$ cat src/rtl/nand_pkg.sv
// nand_pkg: shared op/state encodings, ONFI command opcodes and parameter helpers
// for the NAND bus sequencer.
package nand_pkg;
  typedef enum logic [2:0] {
    OP_CMD     = 3'd0,
    OP_ADDR    = 3'd1,
    OP_DIN     = 3'd2,
    OP_DOUT    = 3'd3,
    OP_WAIT_RB = 3'd4
  } op_t;
  typedef enum logic [3:0] {
    S_IDLE,
    S_W_SETUP,
    S_W_PULSE,
    S_W_HOLD,
    S_R_PULSE,
    S_R_HOLD,
    S_W_WB,
    S_W_RB,
    S_CE_HOLD
  } state_t;
  localparam logic [7:0] CMD_RESET   = 8'hFF;
  localparam logic [7:0] CMD_READ_ID = 8'h90;
  localparam logic [7:0] CMD_READ1   = 8'h00;
  localparam logic [7:0] CMD_READ2   = 8'h30;
  localparam logic [7:0] CMD_PROG1   = 8'h80;
  localparam logic [7:0] CMD_PROG2   = 8'h10;
  localparam logic [7:0] CMD_ERASE1  = 8'h60;
  localparam logic [7:0] CMD_ERASE2  = 8'hD0;
  localparam logic [7:0] CMD_STATUS  = 8'h70;
  function automatic int at_least1(input int v);
    return v < 1 ? 1 : v;
  endfunction
  function automatic int max2(input int a, input int b);
    return a > b ? a : b;
  endfunction
endpackage

$ cat src/rtl/nand_phase_timer.sv
// nand_phase_timer: loadable down-counter timing the current bus phase; done
// is high on the last clock of a phase loaded with (length - 1).
module nand_phase_timer #(
  parameter int W = 4
) (
  input  logic         clk,
  input  logic         nRST,
  input  logic         load,
  input  logic [W-1:0] load_val,
  output logic         done
);
  logic [W-1:0] cnt_q, cnt_d;
  always_comb cnt_d = load ? load_val : (cnt_q != '0 ? cnt_q - W'(1) : cnt_q);
  always_ff @(posedge clk or negedge nRST) begin
    if (!nRST) cnt_q <= '0;
    else cnt_q <= cnt_d;
  end
  assign done = cnt_q == '0;
endmodule

$ cat src/rtl/nand_bus_sequencer.sv
// nand_bus_sequencer: ONFI asynchronous-interface cycle generator turning host ops
// into clock-timed command, address, data-in, data-out and ready/busy bus cycles.
module nand_bus_sequencer
  import nand_pkg::*;
#(
  parameter int  DW      = 8,
  parameter int  NUM_CE  = 1,
  parameter int  T_CLS   = 2,
  parameter int  T_WP    = 2,
  parameter int  T_WH    = 1,
  parameter int  T_CH    = 1,
  parameter int  T_RP    = 3,
  parameter int  T_REH   = 1,
  parameter int  T_WB    = 4,
  parameter int  TIMEOUT = 4096,
  localparam int CSW     = NUM_CE > 1 ? $clog2(NUM_CE) : 1
) (
  input  logic              clk,
  input  logic              nRST,
  input  logic              op_valid,
  output logic              op_ready,
  input  logic [2:0]        op_type,
  input  logic [DW-1:0]     op_data,
  input  logic              op_last,
  input  logic [CSW-1:0]    ce_sel,
  input  logic              wp_en,
  output logic              rd_valid,
  output logic [DW-1:0]     rd_data,
  output logic              busy,
  output logic              timeout_err,
  output logic [NUM_CE-1:0] nCE,
  output logic              CLE,
  output logic              ALE,
  output logic              nWE,
  output logic              nRE,
  output logic              nWP,
  output logic [DW-1:0]     io_out,
  output logic              io_oe,
  input  logic [DW-1:0]     io_in,
  input  logic              RB
);
  localparam int TW = $clog2(at_least1(max2(max2(max2(T_CLS, T_WP), max2(T_WH, T_CH)),
                                            max2(max2(T_RP, T_REH), max2(T_WB, TIMEOUT))))) + 1;
  localparam logic [TW-1:0] L_CLS = TW'(at_least1(T_CLS) - 1);
  localparam logic [TW-1:0] L_WP  = TW'(at_least1(T_WP) - 1);
  localparam logic [TW-1:0] L_WH  = TW'(at_least1(T_WH) - 1);
  localparam logic [TW-1:0] L_CH  = TW'(at_least1(T_CH) - 1);
  localparam logic [TW-1:0] L_RP  = TW'(at_least1(T_RP) - 1);
  localparam logic [TW-1:0] L_REH = TW'(at_least1(T_REH) - 1);
  localparam logic [TW-1:0] L_WB  = TW'(at_least1(T_WB) - 1);
  localparam logic [TW-1:0] L_TO  = TW'(at_least1(TIMEOUT) - 1);
  state_t              state_q, state_d, fin;
  logic [2:0]          type_q, type_d;
  logic                last_q, last_d, held_q, held_d;
  logic [CSW-1:0]      ce_idx_q, ce_idx_d;
  logic [NUM_CE-1:0]   nce_q, nce_d;
  logic                cle_q, cle_d, ale_q, ale_d, nwe_q, nwe_d, nre_q, nre_d, nwp_q, nwp_d;
  logic                io_oe_q, io_oe_d, op_ready_q, op_ready_d, rd_valid_q, rd_valid_d;
  logic                busy_q, busy_d, timeout_q, timeout_d;
  logic [DW-1:0]       io_out_q, io_out_d, rd_data_q, rd_data_d;
  logic                rb_meta_q, rb_sync_q;
  logic                accept, done, ld, wr_d, is_wr_op, rd_cap;
  logic [TW-1:0]       ld_val;
  nand_phase_timer #(.W(TW)) u_timer (
    .clk      (clk),
    .nRST     (nRST),
    .load     (ld),
    .load_val (ld_val),
    .done     (done)
  );
  always_comb begin
    accept   = op_valid && op_ready_q;
    is_wr_op = op_type inside {OP_CMD, OP_ADDR, OP_DIN};
    fin      = last_q ? S_CE_HOLD : S_IDLE;
    state_d  = state_q;
    case (state_q)
      S_IDLE:    if (accept) state_d = is_wr_op ? S_W_SETUP : op_type == OP_DOUT ? S_R_PULSE :
                                       op_type == OP_WAIT_RB ? S_W_WB : op_last ? S_CE_HOLD : S_IDLE;
      S_W_SETUP: if (done) state_d = S_W_PULSE;
      S_W_PULSE: if (done) state_d = S_W_HOLD;
      S_W_HOLD:  if (done) state_d = fin;
      S_R_PULSE: if (done) state_d = S_R_HOLD;
      S_R_HOLD:  if (done) state_d = fin;
      S_W_WB:    if (done) state_d = S_W_RB;
      S_W_RB:    if (rb_sync_q || done) state_d = fin;
      S_CE_HOLD: if (done) state_d = S_IDLE;
      default:   state_d = S_IDLE;
    endcase
    // every phase change reloads the shared timer with the new phase length
    ld     = state_d != state_q;
    ld_val = state_d == S_W_SETUP ? L_CLS : state_d == S_W_PULSE ? L_WP : state_d == S_W_HOLD ? L_WH :
             state_d == S_R_PULSE ? L_RP : state_d == S_R_HOLD ? L_REH : state_d == S_W_WB ? L_WB :
             state_d == S_W_RB ? L_TO : L_CH;
    type_d     = accept ? op_type : type_q;
    last_d     = accept ? op_last : last_q;
    held_d     = accept || (held_q && !(state_q == S_CE_HOLD && done));
    ce_idx_d   = accept && !held_q ? (int'(ce_sel) < NUM_CE ? ce_sel : '0) : ce_idx_q;
    nce_d      = held_d ? ~(NUM_CE'(1) << ce_idx_d) : '1;
    wr_d       = state_d inside {S_W_SETUP, S_W_PULSE, S_W_HOLD};
    cle_d      = wr_d ? type_d == OP_CMD : state_d == S_CE_HOLD && cle_q;
    ale_d      = wr_d ? type_d == OP_ADDR : state_d == S_CE_HOLD && ale_q;
    nwe_d      = state_d != S_W_PULSE;
    nre_d      = state_d != S_R_PULSE;
    nwp_d      = ~wp_en;
    io_oe_d    = wr_d;
    io_out_d   = accept && is_wr_op ? (op_type == OP_DIN ? op_data : DW'(op_data[7:0])) : io_out_q;
    rd_cap     = state_q == S_R_PULSE && done;
    rd_data_d  = rd_cap ? io_in : rd_data_q;
    rd_valid_d = rd_cap;
    timeout_d  = state_q == S_W_RB && !rb_sync_q && done;
    op_ready_d = state_d == S_IDLE;
    busy_d     = state_d != S_IDLE;
  end
  always_ff @(posedge clk or negedge nRST) begin
    if (!nRST) begin
      state_q    <= S_IDLE;
      type_q     <= '0;
      last_q     <= 1'b0;
      held_q     <= 1'b0;
      ce_idx_q   <= '0;
      nce_q      <= '1;
      cle_q      <= 1'b0;
      ale_q      <= 1'b0;
      nwe_q      <= 1'b1;
      nre_q      <= 1'b1;
      nwp_q      <= 1'b0;
      io_oe_q    <= 1'b0;
      io_out_q   <= '0;
      rd_data_q  <= '0;
      rd_valid_q <= 1'b0;
      timeout_q  <= 1'b0;
      op_ready_q <= 1'b0;
      busy_q     <= 1'b0;
      rb_meta_q  <= 1'b0;
      rb_sync_q  <= 1'b0;
    end else begin
      state_q    <= state_d;
      type_q     <= type_d;
      last_q     <= last_d;
      held_q     <= held_d;
      ce_idx_q   <= ce_idx_d;
      nce_q      <= nce_d;
      cle_q      <= cle_d;
      ale_q      <= ale_d;
      nwe_q      <= nwe_d;
      nre_q      <= nre_d;
      nwp_q      <= nwp_d;
      io_oe_q    <= io_oe_d;
      io_out_q   <= io_out_d;
      rd_data_q  <= rd_data_d;
      rd_valid_q <= rd_valid_d;
      timeout_q  <= timeout_d;
      op_ready_q <= op_ready_d;
      busy_q     <= busy_d;
      rb_meta_q  <= RB;
      rb_sync_q  <= rb_meta_q;
    end
  end
  assign op_ready    = op_ready_q;
  assign rd_valid    = rd_valid_q;
  assign rd_data     = rd_data_q;
  assign busy        = busy_q;
  assign timeout_err = timeout_q;
  assign nCE         = nce_q;
  assign CLE         = cle_q;
  assign ALE         = ale_q;
  assign nWE         = nwe_q;
  assign nRE         = nre_q;
  assign nWP         = nwp_q;
  assign io_out      = io_out_q;
  assign io_oe       = io_oe_q;
endmodule

$ cat config.mk
export PLATFORM = sky130hd
export DESIGN_NAME = nand_bus_sequencer
export DESIGN_NICKNAME = d
export VERILOG_FILES = /design/src/rtl/nand_pkg.sv /design/src/rtl/nand_phase_timer.sv /design/src/rtl/nand_bus_sequencer.sv
export SDC_FILE = /design/constraint.sdc
export NUM_CORES = 1
export LEC_CHECK = 0
export ABC_CLOCK_PERIOD_IN_PS = 4000
export CORE_MARGIN = 8
export CORE_UTILIZATION = 50
export CTS_CLUSTER_DIAMETER = 200
export DETAILED_ROUTE_END_ITERATION = 6
export MAX_ROUTING_LAYER = met4
export PLACE_DENSITY = 0.87
export SYNTH_ARGS = -nofsm -noshare
export SYNTH_HDL_FRONTEND = slang
export SYNTH_SLANG_ARGS = --single-unit
$ cat constraint.sdc
create_clock -name clk -period 4 [get_ports clk]
set_clock_uncertainty 0.1 [all_clocks]
set_input_delay 0.8 -clock clk [delete_from_list [all_inputs] [get_ports clk]]
set_output_delay 0.8 -clock clk [all_outputs]
set_load 0.05 [all_outputs]
---- After elaboration in Yosys (flattened, before gate mapping) ----
Cells that the tools add are included.
storage, ports and cells
  bits in registers ....................... 52
  bits in latches ......................... 0
  bits in writable memories ............... 0
  ROM bits ................................ 0
  input port bits ......................... 26
  output and inout bits ................... 27
  logic and storage cells ................. 105
  memories kept ........................... 0
cells by class
  $add $sub $neg .......................... 1
  $mul .................................... 0
  div/mod/pow operators ................... 0
  magnitude comparators ................... 1
  equality and inequality tests ........... 24
  shifts and indexed selects .............. 1
  muxes and demuxes ....................... 29
  bitwise operators ....................... 2
  reductions and logical operators ........ 26
operators with widths
  cell                                                                    number
  12-bit two-way mux                                                      7
  4-bit two-way mux                                                       13
  4-bit by 3-bit equality test with 1-bit output (second input constant)  8
  4-bit case mux with 8 select lines                                      1
  13-bit two-way mux                                                      2
  4-bit by 2-bit equality test with 1-bit output (second input constant)  4
  13-bit zero test                                                        1
  13-bit nonzero test                                                     1
  13-bit by 1-bit subtractor with 13-bit output (second input constant)   1
  1-bit logical AND                                                       10
  4-bit by 1-bit equality test with 1-bit output (second input constant)  2
  4-bit equality test (second input constant)                             2
  4-bit zero test                                                         2
  3-bit by 1-bit equality test with 1-bit output (second input constant)  2
  3-bit by 2-bit equality test with 1-bit output (second input constant)  2
  3-bit zero test                                                         2
  3-bit nonzero test                                                      2
  1-bit two-way mux                                                       5
  4-bit by 2-bit != test with 1-bit output (second input constant)        1
  4-bit by 3-bit != test with 1-bit output (second input constant)        1
  4-bit != test                                                           1
  4-bit nonzero test                                                      1
  3-bit equality test (second input constant)                             1
  1-bit zero test                                                         3
  7 further kinds                                                         9

---- Longest topological paths before layout ----
Gate-level depths: netlist (run 1).
  word-level depth ........................ 15
  mapped depth ............................ 10
  mapped depth without buffers ............ 9

---- Modules after synthesis ----
A second synthesis (run 1) with hierarchy kept.
second synthesis, totals
  cells, all modules ...................... 219
  area, all modules ....................... 2507.4 sq um
modules (own cells, without submodules)
  module              instances  cells each  area each (sq um)  seq. area each (sq um)
  nand_bus_sequencer  1          137         1740.4             979.7
  nand_phase_timer    1          82          767.0              325.3

---- Least setup slack after synthesis (run 1) ----
OpenSTA, ideal clock, no wires.
  path type ............................... reg-to-reg
  start point ............................. register u_timer.cnt_q[0]
  end point ............................... register cle_q (netlist: CLE)
  setup time .............................. 0.103 ns
  arrival ................................. 2.579 ns
  data required time ...................... 3.797 ns
  slack ................................... 1.217 ns
  cell stages (with the launch flop) ...... 11
  buffers on the path ..................... 1
  period minus slack after synthesis ...... 2.783 ns
  cells stage by stage .................... dfrtp_1 > inv_1 > ha_1 > or3b_1 > clkbuf_1 > nor4_4 > a21oi_1 > or3_1 > clkinv_2 > nor2_2 > o41ai_2
on the way
  word-level cells in the longest chain between the ends .. 7
  elaborated cells on any way between the ends .. 17
  those cells by class .................... eq/ne (4); mux (9); reduce/logical (4)
ends and longest elaborated chain
  item                                                                          RTL line                                             RTL
  from (decl)                                                                   nand_phase_timer.sv:12                               logic [W-1:0] cnt_q, cnt_d;
  from (signal assigned)                                                        nand_phase_timer.sv:16                               else cnt_q <= cnt_d;
  13-bit zero test (*)                                                          nand_phase_timer.sv:18                               assign done = cnt_q == '0;
  1-bit logical OR                                                              nand_bus_sequencer.sv:85                             S_W_RB: if (rb_sync_q || done) state_d = fin;
  4-bit two-way mux                                                             nand_bus_sequencer.sv:85
  4-bit case mux with 8 select lines (*)                                        nand_bus_sequencer.sv:76                             case (state_q)
  via state_d[0]                                                                nand_bus_sequencer.sv:52                             state_t state_q, state_d, fin;
  4-bit by 1-bit equality test with 1-bit output, or another cell as far along  nand_bus_sequencer.sv:99                             wr_d = state_d inside {S_W_SETUP, S_W_PULSE, S_W_HOLD};
  3-bit nonzero test / 1-bit logical AND (equally long branches)                nand_bus_sequencer.sv:99, nand_bus_sequencer.sv:100
  1-bit two-way mux (*)                                                         nand_bus_sequencer.sv:100                            cle_d = wr_d ? type_d == OP_CMD : state_d == S_CE_HOLD && cle_q;
  via cle_d                                                                     nand_bus_sequencer.sv:57                             logic cle_q, cle_d, ale_q, ale_d, nwe_q, nwe_d, nre_q, nre_d, nwp_q, nwp_d;
  to (signal assigned)                                                          nand_bus_sequencer.sv:143                            cle_q <= cle_d;
  to (decl)                                                                     nand_bus_sequencer.sv:57
The timed path passes the listed nets; every way through them passes the cells marked *.
A chain may end at the register's enable or synchronous reset.

---- Final worst setup path (run 1) ----
  start point ............................. register u_timer.cnt_q[0]
  end point ............................... register u_timer.cnt_q[2]
on the way
  word-level cells in the longest chain between the ends .. 13
  elaborated cells on any way between the ends .. 30
  those cells by class .................... add/sub (1); eq/ne (8); mux (17); reduce/logical (4)
ends and longest elaborated chain
  item                                            RTL line                  RTL
  13-bit zero test                                nand_phase_timer.sv:18
  1-bit logical OR                                nand_bus_sequencer.sv:85
  4-bit two-way mux                               nand_bus_sequencer.sv:85
  4-bit case mux with 8 select lines              nand_bus_sequencer.sv:76
  4-bit by 3-bit equality test with 1-bit output  nand_bus_sequencer.sv:93  state_d == S_W_RB ? L_TO : L_CH;
  12-bit two-way mux                              nand_bus_sequencer.sv:93
  12-bit two-way mux (3 in a row)                 nand_bus_sequencer.sv:92  state_d == S_R_PULSE ? L_RP : state_d == S_R_HOLD ? L_REH : state_d == S_W_WB ? L_WB :
  12-bit two-way mux (3 in a row)                 nand_bus_sequencer.sv:91  ld_val = state_d == S_W_SETUP ? L_CLS : state_d == S_W_PULSE ? L_WP : state_d == S_W_HOLD ? L_WH :
  13-bit two-way mux                              nand_phase_timer.sv:13    always_comb cnt_d = load ? load_val : (cnt_q != '0 ? cnt_q - W'(1) : cnt_q);
Several ways; a longest one is shown, not always the timed one. The select of a mux whose other input is x is not followed.

==> results of run 1 <==
## how the worst min path moves through the flow
| stage | slack [ps] | endpoint | cells after the start |
|---|---|---|---|
| finish | 250 | rb_sync_q | 0 |
| floorplan | 230 | rb_sync_q | 0 |
| CTS | 250 | rb_sync_q | 0 |
| global placement | 230 | rb_sync_q | 0 |
| detailed placement | 240 | rb_sync_q | 0 |
| global route | 250 | rb_sync_q | 0 |
## cells in the mapped netlist (all sizes together) (2+ instances only)
cell type and count:
o21a 4, nand3b 2, xnor2 7, nor3 6, nand2 20, o211ai 3
dfstp 3, nor4 6, inv 7, mux2i 3, nor2 11, buf 3
and2 2, o31ai 12, dfrtp 49, mux2 16, xor2 3, o21ai 5
or4 5, a21oi 5, clkbuf 7, nand3 3, or3 3
## worst reg2reg max path: cells and delay by family (launching register included)
family          cells  cell delay, ps
simple gates        3            1510
compound gates      2             870
flops               1             430
fa+ha+maj           1             180
buf+inv             1              70
## where the power goes
group / leakage [µW] / switching [µW] / internal (µW)
Sequential: 0.000633 / 141 / 701
Clock: 0.0000552 / 168 / 186
Combinational: 0.000592 / 619 / 397
## area by class of cell
cell class | count | area (µm²)
multi-input combinational | 133 | 982
clock inverter | 2 | 35.0
inverter | 8 | 31.3
timing repair buffer | 53 | 520
clock buffer | 6 | 72.6
sequential | 52 | 1310
tap | 54 | 67.6
fill | 374 | 1620
## layer usage
metal,vias to the layer above,wire length (µm),GRT usage [%]
met2,55,2150,21.1
met4,0,65,5.18
met5,-,0,-
met3,7,264,4.88
li1,827,-,-
met1,841,2310,19.0
## kinds of logic after synthesis
kind of cell | synth area share, %
flip-flops | 55.3
buffers and inverters | 3.07
AND/OR/NAND/NOR | 15.6
XOR/XNOR | 3.71
multiplexers | 8.91
adder cells (fa/ha/maj) | 0.530
AO/OA/AOI/OAI | 12.9
## metrics by stage
step / total power [µW] / util, % / worst slack, ps / std cells
after floorplan: 1580 / - / 1220 / 203
after global placement: 1840 / 62.8 / 852 / 300
after detailed placement: 1870 / 62.8 / 751 / 300
after CTS: 2230 / 65.1 / 726 / 308
after global routing: 2360 / 65.1 / 526 / 308
final: 2210 / 65.1 / 746 / 308
## flip-flops by register name, indices dropped and copies added (netlist names)
signal         flops
nWE                1
rd_data            8
u_timer.cnt_q     13
state_q            4
io_oe              1
rd_valid           1
CLE                1
nWP                1
busy               1
nRE                1
held_q             1
type_q             3
rb_meta_q          1
rb_sync_q          1
op_ready           1
nCE                1
ALE                1
io_out             8
last_q             1
ce_idx_q           1
timeout_err        1
## cell usage in the layout, fill, tap and decap left out, drive strengths merged, types with 4 or more instances in the layout
master / count
o21a: 4
o31ai: 12
nand2: 20
clkbuf: 6
xnor2: 7
inv: 7
clkdlybuf4s50: 50
nor4: 6
nor3: 6
o21ai: 5
nor2: 11
a21oi: 5
mux2: 16
or4: 5
dfrtp: 49
==> results.yml, run 1 <==
run_status:
  status: "finished clean"
setup_path:
  crit_type: "reg2reg"
  critPathLaunch: "u_timer.cnt_q[0]"
  start_kind: "register"
  endpoint: "u_timer.cnt_q[2]"
  crit_chain: "inv_1 > ha_1 > or3b_1 > or4_1 > o211ai_2 > nand4_2 > o31ai_1"
  r2r_start: "u_timer.cnt_q[0]"
  crit_family: "simple AND/OR/NAND/NOR gates"
  worst-path-max-fanout: 16
  r2r_setup_slack_ps: 750
  cp.required_ps: 4110
  crit_buf_inv: 1
  rr_endpoint: "u_timer.cnt_q[2]"
  crit_path_max_incr_delay_ps: 690
  cp_data_arrival_time_ps: 3360
  r2r.worst_path.cells: 7
  slowest_stage: "o211ai_2"
  worstSetupEndpointType: "register"
  worst-path-stages: 7
synth:
  synth_area_mm2: 0.00236
  synth_area_leader_cell: "dfrtp_1"
  synth_seq_area_share_pct: 55.3
  synthCells: 203
  synth_edf_count: 0
  syn_area_per_cell_um2: 11.6
  yosysUniqueCellTypes: 50
  synth-seq-cells: 52
  ys_warn_count: 0
  syn-num-nets: 230
  yosysTopAreaCellShare_pct: 52.0
  async_flop_share_pct: 100
  synth.area.top_cells: "dfrtp_1, mux2_1, mux2_2, o31ai_1, dfstp_2"
  synthFlopType: "dfrtp_1"
detailed_routing:
  drtAntennaViolNets: 0
  wl_um: 4790
  first_iter_violations: 82
  routedWlPerCell_um: 15.5
  first_pass_iters: 4
  vias: 1730
  routed_via_density: 5.62
  drc: 0
sta:
  holdWs_ps: 251
  fmax_mhz: 307
  period_share_pct: 81.4
  relSlewSlack_pct: 47.3
  tns_ps: 0
  hold_viol: 0
  slew_violations: 0
  setup_violations: 0
  worstMarginPinSlew_ps: 788
  rsz0062_at_grt: "false"
  period_needed_ps: 3250
placement:
  port_buffers: 51
  dp_hpwl_um: 3490
  placed_cell_area_mm2: 0.00291
  routabilityCongestion: 0.867
die:
  die_area_mm2: 0.00717
  core_mm2: 0.00463
  start_util_pct: 51.0
  die_h_um: 84.7
  row_count: 25
  die_w_um: 84.7
  io_pins: 53
cts:
  path_clk_slew_ps: 90
  cts_setup_buffers: 0
  h-tree-depth: 2
  cts_sinks: 52
  cts_resized: 0
  clock-root-buffer: "clkbuf_8"
  cts_tree: "done"
  clock_latency_ps: 310
  numCtsBuffers: 5
  cts_buffer_depth: 2
  holdBufCountCts: 0
layout:
  n_antenna_cell: 0
  stdcell_area_mm2: 0.00301
  syn2layout_area_growth_pct: 27.7
  fin_nets: 280
  drive_gt1_share_pct: 13.4
global_routing:
  antenna_found_initial: 0
  track_usage_pct: 14.7
  gr-total-overflow: 0
  grt_max_degree: 29
  grt_pass1_wl_um: 8270
  grt_pass1_vias: 1746
hold_path:
  min_from: "rb_meta_q"
  holdCritPathClass: "reg2reg"
power:
  p_leak_uw: 0.00128
  power.density_mw_per_mm2: 734
  ir_worst_vdd_mv: 0.486
flow_run:
  maxCapViolations: 0
Note: power is estimated with default switching activity, not from simulation.
==> inputs of run 2 (changes only) <==
ABC_CLOCK_PERIOD_IN_PS = 2700   (was 4000)
CORE_UTILIZATION = 45   (was 50)
PLACE_DENSITY = 0.83   (was 0.87)
clock period = 2.7 ns   (was 4 ns; I/O delays follow)
==> results.yml, run 2 (same netlist as run 1, synthesis figures left out) <==
detailed_routing:
  routed_via_density: 5.23
  vias: 1845
  first_pass_iters: 4
  drc: 0
  first_iter_violations: 85
  drtAntennaViolNets: 0
  wl_um: 5330
  routedWlPerCell_um: 15.1
die:
  die_area_mm2: 0.00782
  die_h_um: 88.4
  die_w_um: 88.4
  core_mm2: 0.00507
  io_pins: 53
  start_util_pct: 46.5
  row_count: 26
setup_path:
  crit_type: "reg2reg"
  crit_family: "simple AND/OR/NAND/NOR gates"
  crit_top_cell: "buf_6"
  worst-path-max-fanout: 7
  crit_buf_inv: 3
  slowest_stage: "or3_4"
  crit_path_max_incr_delay_ps: 440
  start_kind: "register"
  cp.required_ps: 2790
  cp_data_arrival_time_ps: 2760
  worstSetupEndpointType: "register"
  crit_chain: "inv_1 > ha_2 > or3b_4 > nor4_4 > buf_6 > buf_6 > nand3b_1 > or3_4 > mux2_1"
cts:
  path_clk_slew_ps: 90
  numCtsBuffers: 5
  holdBufCountCts: 0
  clock-root-buffer: "clkbuf_8"
  clock_latency_ps: 300
  h-tree-depth: 2
  cts_tree: "done"
  cts_buffer_depth: 2
  cts_sinks: 52
hold_path:
  holdCritPathClass: "in2async"
global_routing:
  antenna_found_initial: 0
  grt_pass1_vias: 1865
  grt_max_degree: 38
  grt_most_used_layer: "met2"
  gr-total-overflow: 0
  grt_use_met2_pct: 24.3
  grt_pass1_wl_um: 8330
  met3_usage_pct: 3.25
  use_met1_pct: 15.8
  track_usage_pct: 13.9
sta:
  rsz0062_at_grt: "true"
  hold_viol: 0
  fmax_mhz: 374
  period_share_pct: 98.9
  slew_violations: 0
  setup_violations: 0
  period_needed_ps: 2670
  relSlewSlack_pct: 46.4
  layout_setup_ws_ps: 29.5
  worstMarginPinSlew_ps: 804
layout:
  fill_cells: 425
  layout_commonest_cell: "clkdlybuf4s50_1"
  stdcell_count: 353
  final_core_util_pct: 66.1
  fin_nets: 309
  syn2layout_area_growth_pct: 42.2
  drive_gt1_share_pct: 28.6
  layout_common_cells: "clkdlybuf4s50_1, dfrtp_1, buf_4"
  stdcell_area_mm2: 0.00335
  top_register: "u_timer.cnt_q"
  n_antenna_cell: 0
  largest_reg_flops: 13
run_status:
  status: "finished clean"
power:
  p_leak_uw: 0.00147
  power.density_mw_per_mm2: 1040
  total_power_uw: 3480
  ir_worst_vdd_mv: 0.683
placement:
  routabilityCongestion: 0.826
  port_buffers: 51
  placedCellCount: 334
  dpl_worst_slack_ps: -29.4
  dp_hpwl_um: 3750
  placed_cell_area_mm2: 0.00307
flow_run:
  maxCapViolations: 0
## run 2: cell types whose count changed in the layout (fill, tap and decap cells not counted), sizes merged
cell	change
or3	+1
clkinvlp	+1
bufinv	-1
clkinv	-1
buf	+28
clkbuf	+1
## run 2: final timing paths
kind	from	to	slack, ps	depth (start not counted)
min	nRST	type_q[2]	220	1
max in group asynchronous	nRST	io_out[1]	1570	2
min in group clk	rb_meta_q	rb_sync_q	260	0
min reg2reg	rb_meta_q	rb_sync_q	260	0
max reg2reg	u_timer.cnt_q[0]	rd_data[0]	30	9
max	u_timer.cnt_q[0]	rd_data[0]	30	9
## run 2: layout make-up
type,count,area [µm²],share of cell area (%)
Sequential cell,52,1310,38.9
Multi-Input combinational cell,134,1090,32.5
Timing Repair Buffer,81,746,22.2
Tap cell,70,87.6,2.61
Clock buffer,7,86.3,2.57
Inverter,8,31.3,0.932
Clock inverter,1,7.51,0.224
## run 2: per-stage QoR
step                      setup TNS [ps]  hold slack [ps]
after floorplan                        0              144
after global placement            -0.287              232
after detailed placement            -116              238
after CTS                          -18.6              251
after global routing               -1370              278
final                                  0              220
## run 2: routing by layer
layer | routed length (µm) | vias up
li1 | - | 894
met1 | 2390 | 905
met2 | 2710 | 38
met3 | 167 | 8
met4 | 73 | 0
met5 | 0 | -
## run 2: timing repair
action                                  in CTS  in global routing
buffers inserted                             0                  9
pin swaps                                    0                  4
gates resized for setup                      1                 24
endpoints found under the setup margin      10                 23
cloned                                       0                  2
## run 2: worst register-to-register path: cells and delay by family (launching register included)
| kind | cells | cell delay (ps) |
|---|---|---|
| flops | 1 | 390 |
| fa+ha+maj | 1 | 170 |
| buf+inv | 3 | 350 |
| mux | 1 | 320 |
| simple gates | 4 | 1250 |
## run 2: report_power, final
part	internal, µW	switching [µW]	leakage [µW]	total [µW]
Sequential	1040	196	0.000633	1230
Clock	209	241	0.0000445	450
Combinational	776	1020	0.000796	1790
Total	2020	1450	0.00147	3480
